===== config.mk =====
export PLATFORM = sky130hd
export DESIGN_NAME = vme_rd_responder
export DESIGN_NICKNAME = d
export VERILOG_FILES = /design/src/rtl/vme_rd_responder.sv
export SDC_FILE = /design/constraint.sdc
export NUM_CORES = 1
export LEC_CHECK = 0
export CAP_MARGIN = 20
export CELL_PAD_IN_SITES_DETAIL_PLACEMENT = 2
export CELL_PAD_IN_SITES_GLOBAL_PLACEMENT = 2
export CORE_ASPECT_RATIO = 0.75
export CORE_MARGIN = 2
export CORE_UTILIZATION = 17
export CTS_CLUSTER_DIAMETER = 40
export DETAILED_ROUTE_END_ITERATION = 6
export HOLD_SLACK_MARGIN = 0.03
export PLACE_DENSITY_LB_ADDON = 0.25
export RECOVER_POWER = 25
export SKIP_CTS_REPAIR_TIMING = 1
export SLEW_MARGIN = 10
export SYNTH_ARGS = -nofsm -noshare
export SYNTH_HDL_FRONTEND = slang
export SYNTH_SLANG_ARGS = --single-unit

===== constraint.sdc =====
create_clock -name clock -period 2.9 [get_ports clock]
set_input_delay 0.87 -clock clock [delete_from_list [all_inputs] [get_ports clock]]
set_output_delay 0.87 -clock clock [all_outputs]
set_load 0.01 [all_outputs]

===== src/rtl/vme_rd_responder.sv =====
// Memory-side responder for the VME read channel: takes one read command at a
// time and streams len+1 beats from a synchronous-read SRAM port, echoing the tag.
module vme_rd_responder #(
    parameter int ADDR_W = 32,
    parameter int DATA_W = 64,
    parameter int LEN_W  = 8,
    parameter int TAG_W  = 21,
    parameter int MEM_AW = 16
) (
    input  logic              clock,
    input  logic              reset_n,
    output logic              io_vme_rd_cmd_ready,
    input  logic              io_vme_rd_cmd_valid,
    input  logic [ADDR_W-1:0] io_vme_rd_cmd_bits_addr,
    input  logic [LEN_W-1:0]  io_vme_rd_cmd_bits_len,
    input  logic [TAG_W-1:0]  io_vme_rd_cmd_bits_tag,
    output logic              io_vme_rd_data_valid,
    output logic [DATA_W-1:0] io_vme_rd_data_bits_data,
    output logic [TAG_W-1:0]  io_vme_rd_data_bits_tag,
    output logic              io_vme_rd_data_bits_last,
    output logic              io_mem_rd_en,
    output logic [MEM_AW-1:0] io_mem_rd_addr,
    input  logic [DATA_W-1:0] io_mem_rd_data,
    output logic              io_busy,
    output logic              io_err_unaligned
);

    localparam int BYTE_SH = $clog2(DATA_W / 8);

    typedef enum logic {IDLE, BURST} state_e;

    state_e            state_q, state_d;
    logic [MEM_AW-1:0] waddr_q, waddr_d;
    logic [LEN_W-1:0]  rem_q, rem_d;
    logic [TAG_W-1:0]  tag_q, tag_d;
    logic              err_q, err_d;
    logic              vld_q, last_q;
    logic              rd_en, issue_last, cmd_ready;
    logic              cmd_unaligned;
    logic [1:0]        rst_sync_q;
    logic              rst_n;

    // Reset asserts immediately but releases only after two clean clock edges.
    always_ff @(posedge clock or negedge reset_n) begin
        if (!reset_n) rst_sync_q <= 2'b00;
        else          rst_sync_q <= {rst_sync_q[0], 1'b1};
    end
    assign rst_n = rst_sync_q[1];

    generate
        if (BYTE_SH > 0) begin : g_align
            assign cmd_unaligned = |io_vme_rd_cmd_bits_addr[BYTE_SH-1:0];
        end else begin : g_no_align
            assign cmd_unaligned = 1'b0;
        end
        if (ADDR_W > BYTE_SH + MEM_AW) begin : g_hi_addr
            // Address bits above the SRAM window fold away (modulo addressing).
            logic unused_hi_addr;
            assign unused_hi_addr = ^io_vme_rd_cmd_bits_addr[ADDR_W-1:BYTE_SH+MEM_AW];
        end
    endgenerate

    always_comb begin
        state_d    = state_q;
        waddr_d    = waddr_q;
        rem_d      = rem_q;
        tag_d      = tag_q;
        err_d      = err_q;
        cmd_ready  = 1'b0;
        rd_en      = 1'b0;
        issue_last = 1'b0;
        case (state_q)
            IDLE: begin
                cmd_ready = rst_n;
                if (io_vme_rd_cmd_valid && rst_n) begin
                    waddr_d = io_vme_rd_cmd_bits_addr[BYTE_SH +: MEM_AW];
                    rem_d   = io_vme_rd_cmd_bits_len;
                    tag_d   = io_vme_rd_cmd_bits_tag;
                    err_d   = err_q | cmd_unaligned;
                    state_d = BURST;
                end
            end
            BURST: begin
                rd_en   = 1'b1;
                waddr_d = waddr_q + MEM_AW'(1);
                if (rem_q == '0) begin
                    issue_last = 1'b1;
                    state_d    = IDLE;
                end else begin
                    rem_d = rem_q - LEN_W'(1);
                end
            end
            default: state_d = IDLE;
        endcase
    end

    always_ff @(posedge clock or negedge rst_n) begin
        if (!rst_n) begin
            state_q <= IDLE;
            waddr_q <= '0;
            rem_q   <= '0;
            tag_q   <= '0;
            err_q   <= 1'b0;
            vld_q   <= 1'b0;
            last_q  <= 1'b0;
        end else begin
            state_q <= state_d;
            waddr_q <= waddr_d;
            rem_q   <= rem_d;
            tag_q   <= tag_d;
            err_q   <= err_d;
            vld_q   <= rd_en;
            last_q  <= issue_last;
        end
    end

    // tag_q only changes on accept, which cannot happen while older beats are still due.
    assign io_vme_rd_cmd_ready      = cmd_ready;
    assign io_mem_rd_en             = rd_en;
    assign io_mem_rd_addr           = waddr_q;
    assign io_vme_rd_data_valid     = vld_q;
    assign io_vme_rd_data_bits_data = vld_q ? io_mem_rd_data : '0;
    assign io_vme_rd_data_bits_tag  = vld_q ? tag_q : '0;
    assign io_vme_rd_data_bits_last = last_q;
    assign io_busy                  = (state_q == BURST) | vld_q;
    assign io_err_unaligned         = err_q;

endmodule


==> metrics.txt, run 1 <==
DR WL met2 7700 um; Max VDD drop 321 uV; Crit-path slowest cell clkdlybuf4s50_1; Residual DRC 0; Peak Freq 0.344 GHz; Leak 0.00259 uW; ANT cells 0; Syn Nets 498; Core Rows 42; Post-Route WL 15,100 um; area of the multi-input gates 0.00171 mm2; Hold Path Sink rst_sync_q[1]; flop2flop setup slack 0.79 ns; # clock sinks 51; Place WS -0.0612 ns; core box area 0.0178 mm2; TritonCTS clock tree done; Syn. warnings 0; Die W 160 um; Boundary Pins 235; max-cap violations 0; hold_sp rst_sync_q[0]; status finished with violations; vias in the first global route 3,939; FF/Latch Area 0.00128 mm2; worst hold path cell count 0; post-synthesis register bit count 51; grt ovf 0; CTS H-Tree Depth 2; reg-to-reg endpoint io_err_unaligned; vias per cell 4.26; Fin. Hold Viols 0; synth top area cells dfrtp_1, and2_1, nand2_1; routability cong. 0.884; Clock Tree Buf Depth 2; met3 wire length 917 um; met1 WL 6300 um; Layout area overhead 88.7%; crit path cell chain clkdlybuf4s50_1, and2_1, clkdlybuf4s50_1; most frequent cell after synthesis and2_1; Max FO, Critical Path 1; die area 0.0194 mm2; WP data arrival 2.03 ns; # nets final 713; layout cells sized above 1 4.80%; Layout fillers 2,046; Post-Syn Instances 367; worst reg2reg path depth 6; Setup CP Type in -> out; Post-DRT Antenna Nets 0; post-synth top area cell dfrtp_1; drt wl/cell 18.3 um; final worst slack -0.00466 ns; placed wire-length estimate 11,800 um; mean post-synth cell area 8.47 um2; Worst-path clk slew 0.07 ns; Worst setup EP type primary output; port buffer count 221; failing checks setup timing; initial antenna violation count 1; distinct cell type count after synthesis 40; DR vias 3,515; Synth top area share 41.0%; Synth top cells by count and2_1, nand2_1, dfrtp_1; drt first pass iters 4; sequential-to-total area share from yosys stat 41.0%; hold crit path type reg -> reg; fin crit period 2.90 ns; Worst path most repeated cell clkdlybuf4s50_1; Worst Setup Start Kind input port; Rel. slew slack 31.2%; Post-synth EDFFs 0; GRT Overall Usage 15.7%; Final Skew 0.00792 ns; 1st-iter DRT viols 123; fin util 33.0%; Post-synth top flop dfrtp_1; Post-Syn Area 0.00311 mm2; Clk Latency, worst-skew pair 0.30 ns; ys async rst share 100%; Tot Pwr 4400 uW; Worst Path Required 2.03 ns; period utilisation layout 100%; PwrDens 750 mW/mm2; Reg-to-Reg Start state_q; delay of the slowest critical-path stage 0.56 ns; Final setup viols 1; Worst Max-Slew Pin Slew 1.03 ns; Pins Over Slew Limit 0; total CTS buffers 5; largest net degree at the start of global routing 86; Initial Util 17.5%; first-pass GRT wire length 23,400 um; top layer in use met5; hold_ws 0.351 ns; clock root buffer master clkbuf_16; Die Y 121 um
## routing by layer
| metal | vias to the layer above | GRT usage, % |
|---|---|---|
| met3 | 14 | 4.00 |
| met1 | 1714 | 19.1 |
| met5 | - | 0 |
| met2 | 135 | 28.4 |
| met4 | 2 | 3.21 |
| li1 | 1650 | - |
## cells in the final DEF, fill, tap and decap left out, drive strengths merged, types with 7 or more instances in the layout
master	count
buf	9
nand2	76
xnor2	9
dfrtp	51
nand3	8
a21oi	13
dlymetal6s2s	27
nor2	14
a211oi	14
and3	11
and2	85
clkbuf	7
clkdlybuf4s50	193
## worst max path at each step
stage                                   start                      endpoint  slack (ns)
final                       io_mem_rd_data[5]   io_vme_rd_data_bits_data[5]      -0.005
after global routing        io_mem_rd_data[5]   io_vme_rd_data_bits_data[5]       -0.01
after CTS                  io_mem_rd_data[39]  io_vme_rd_data_bits_data[39]       -0.04
after floorplan                 rst_sync_q[1]           io_vme_rd_cmd_ready        0.06
after global placement      io_mem_rd_data[2]   io_vme_rd_data_bits_data[2]       -0.03
after detailed placement  io_vme_rd_cmd_valid             io_mem_rd_addr[5]       -0.06
## power breakdown
group / total [uW] / internal [uW] / switching (uW) / leakage [uW]
Combinational: 2200 / 1240 / 953 / 0.00190
Clock: 793 / 496 / 297 / 0.0000911
Sequential: 1410 / 1040 / 368 / 0.000599
Total: 4400 / 2780 / 1620 / 0.00259
## kinds of logic after synthesis
logic type	count (synthesis)	synth area share (%)
simple gates	220	38.2
flops	51	41.0
compound gates	47	10.7
buf+inv	29	3.98
xor+xnor	11	3.10
mux	5	1.61
fa+ha+maj	3	1.21
other cells	1	0.121
## sequential cells by signal, indices dropped and copies added (netlist names)
name and count:
rem_q 8, io_mem_rd_addr 16, io_vme_rd_data_bits_last 1, tag_q 21, state_q 1, io_vme_rd_data_valid 1
io_err_unaligned 1, rst_sync_q 2
## critical path, delay by kind of cell
| kind | cells | cell delay, ns |
|---|---|---|
| and+or+nand+nor | 1 | 0.13 |
| buffers and inverters | 2 | 1.03 |
## metrics by stage
step,cell area (um2),setup TNS [ns],cells
CTS,5800,-0.259,825
global route,5870,-0.0182,825
global placement,5620,-0.142,817
finish,5870,-0.00466,825
detailed placement,5620,-0.228,817
floorplan,3110,0,367
## area by class of cell
type                       instances  area share (%)
multi-input combinational        287            29.2
clock inverter                     2            1.02
inverter                           6           0.384
timing repair buffer             231            40.3
clock buffer                       6            2.20
sequential                        51            21.8
tap                              242            5.16
No activity file was read; power rests on OpenSTA's default activity.
==> run 2: changes to the inputs <==
--- a/config.mk
+++ b/config.mk
@@ -21,3 +21,4 @@
 export SYNTH_ARGS = -nofsm -noshare
 export SYNTH_HDL_FRONTEND = slang
 export SYNTH_SLANG_ARGS = --single-unit
+export TNS_END_PERCENT = 5
==> results of run 2 <==
The final DEF is identical to that of run 1; final timing and power are the same.
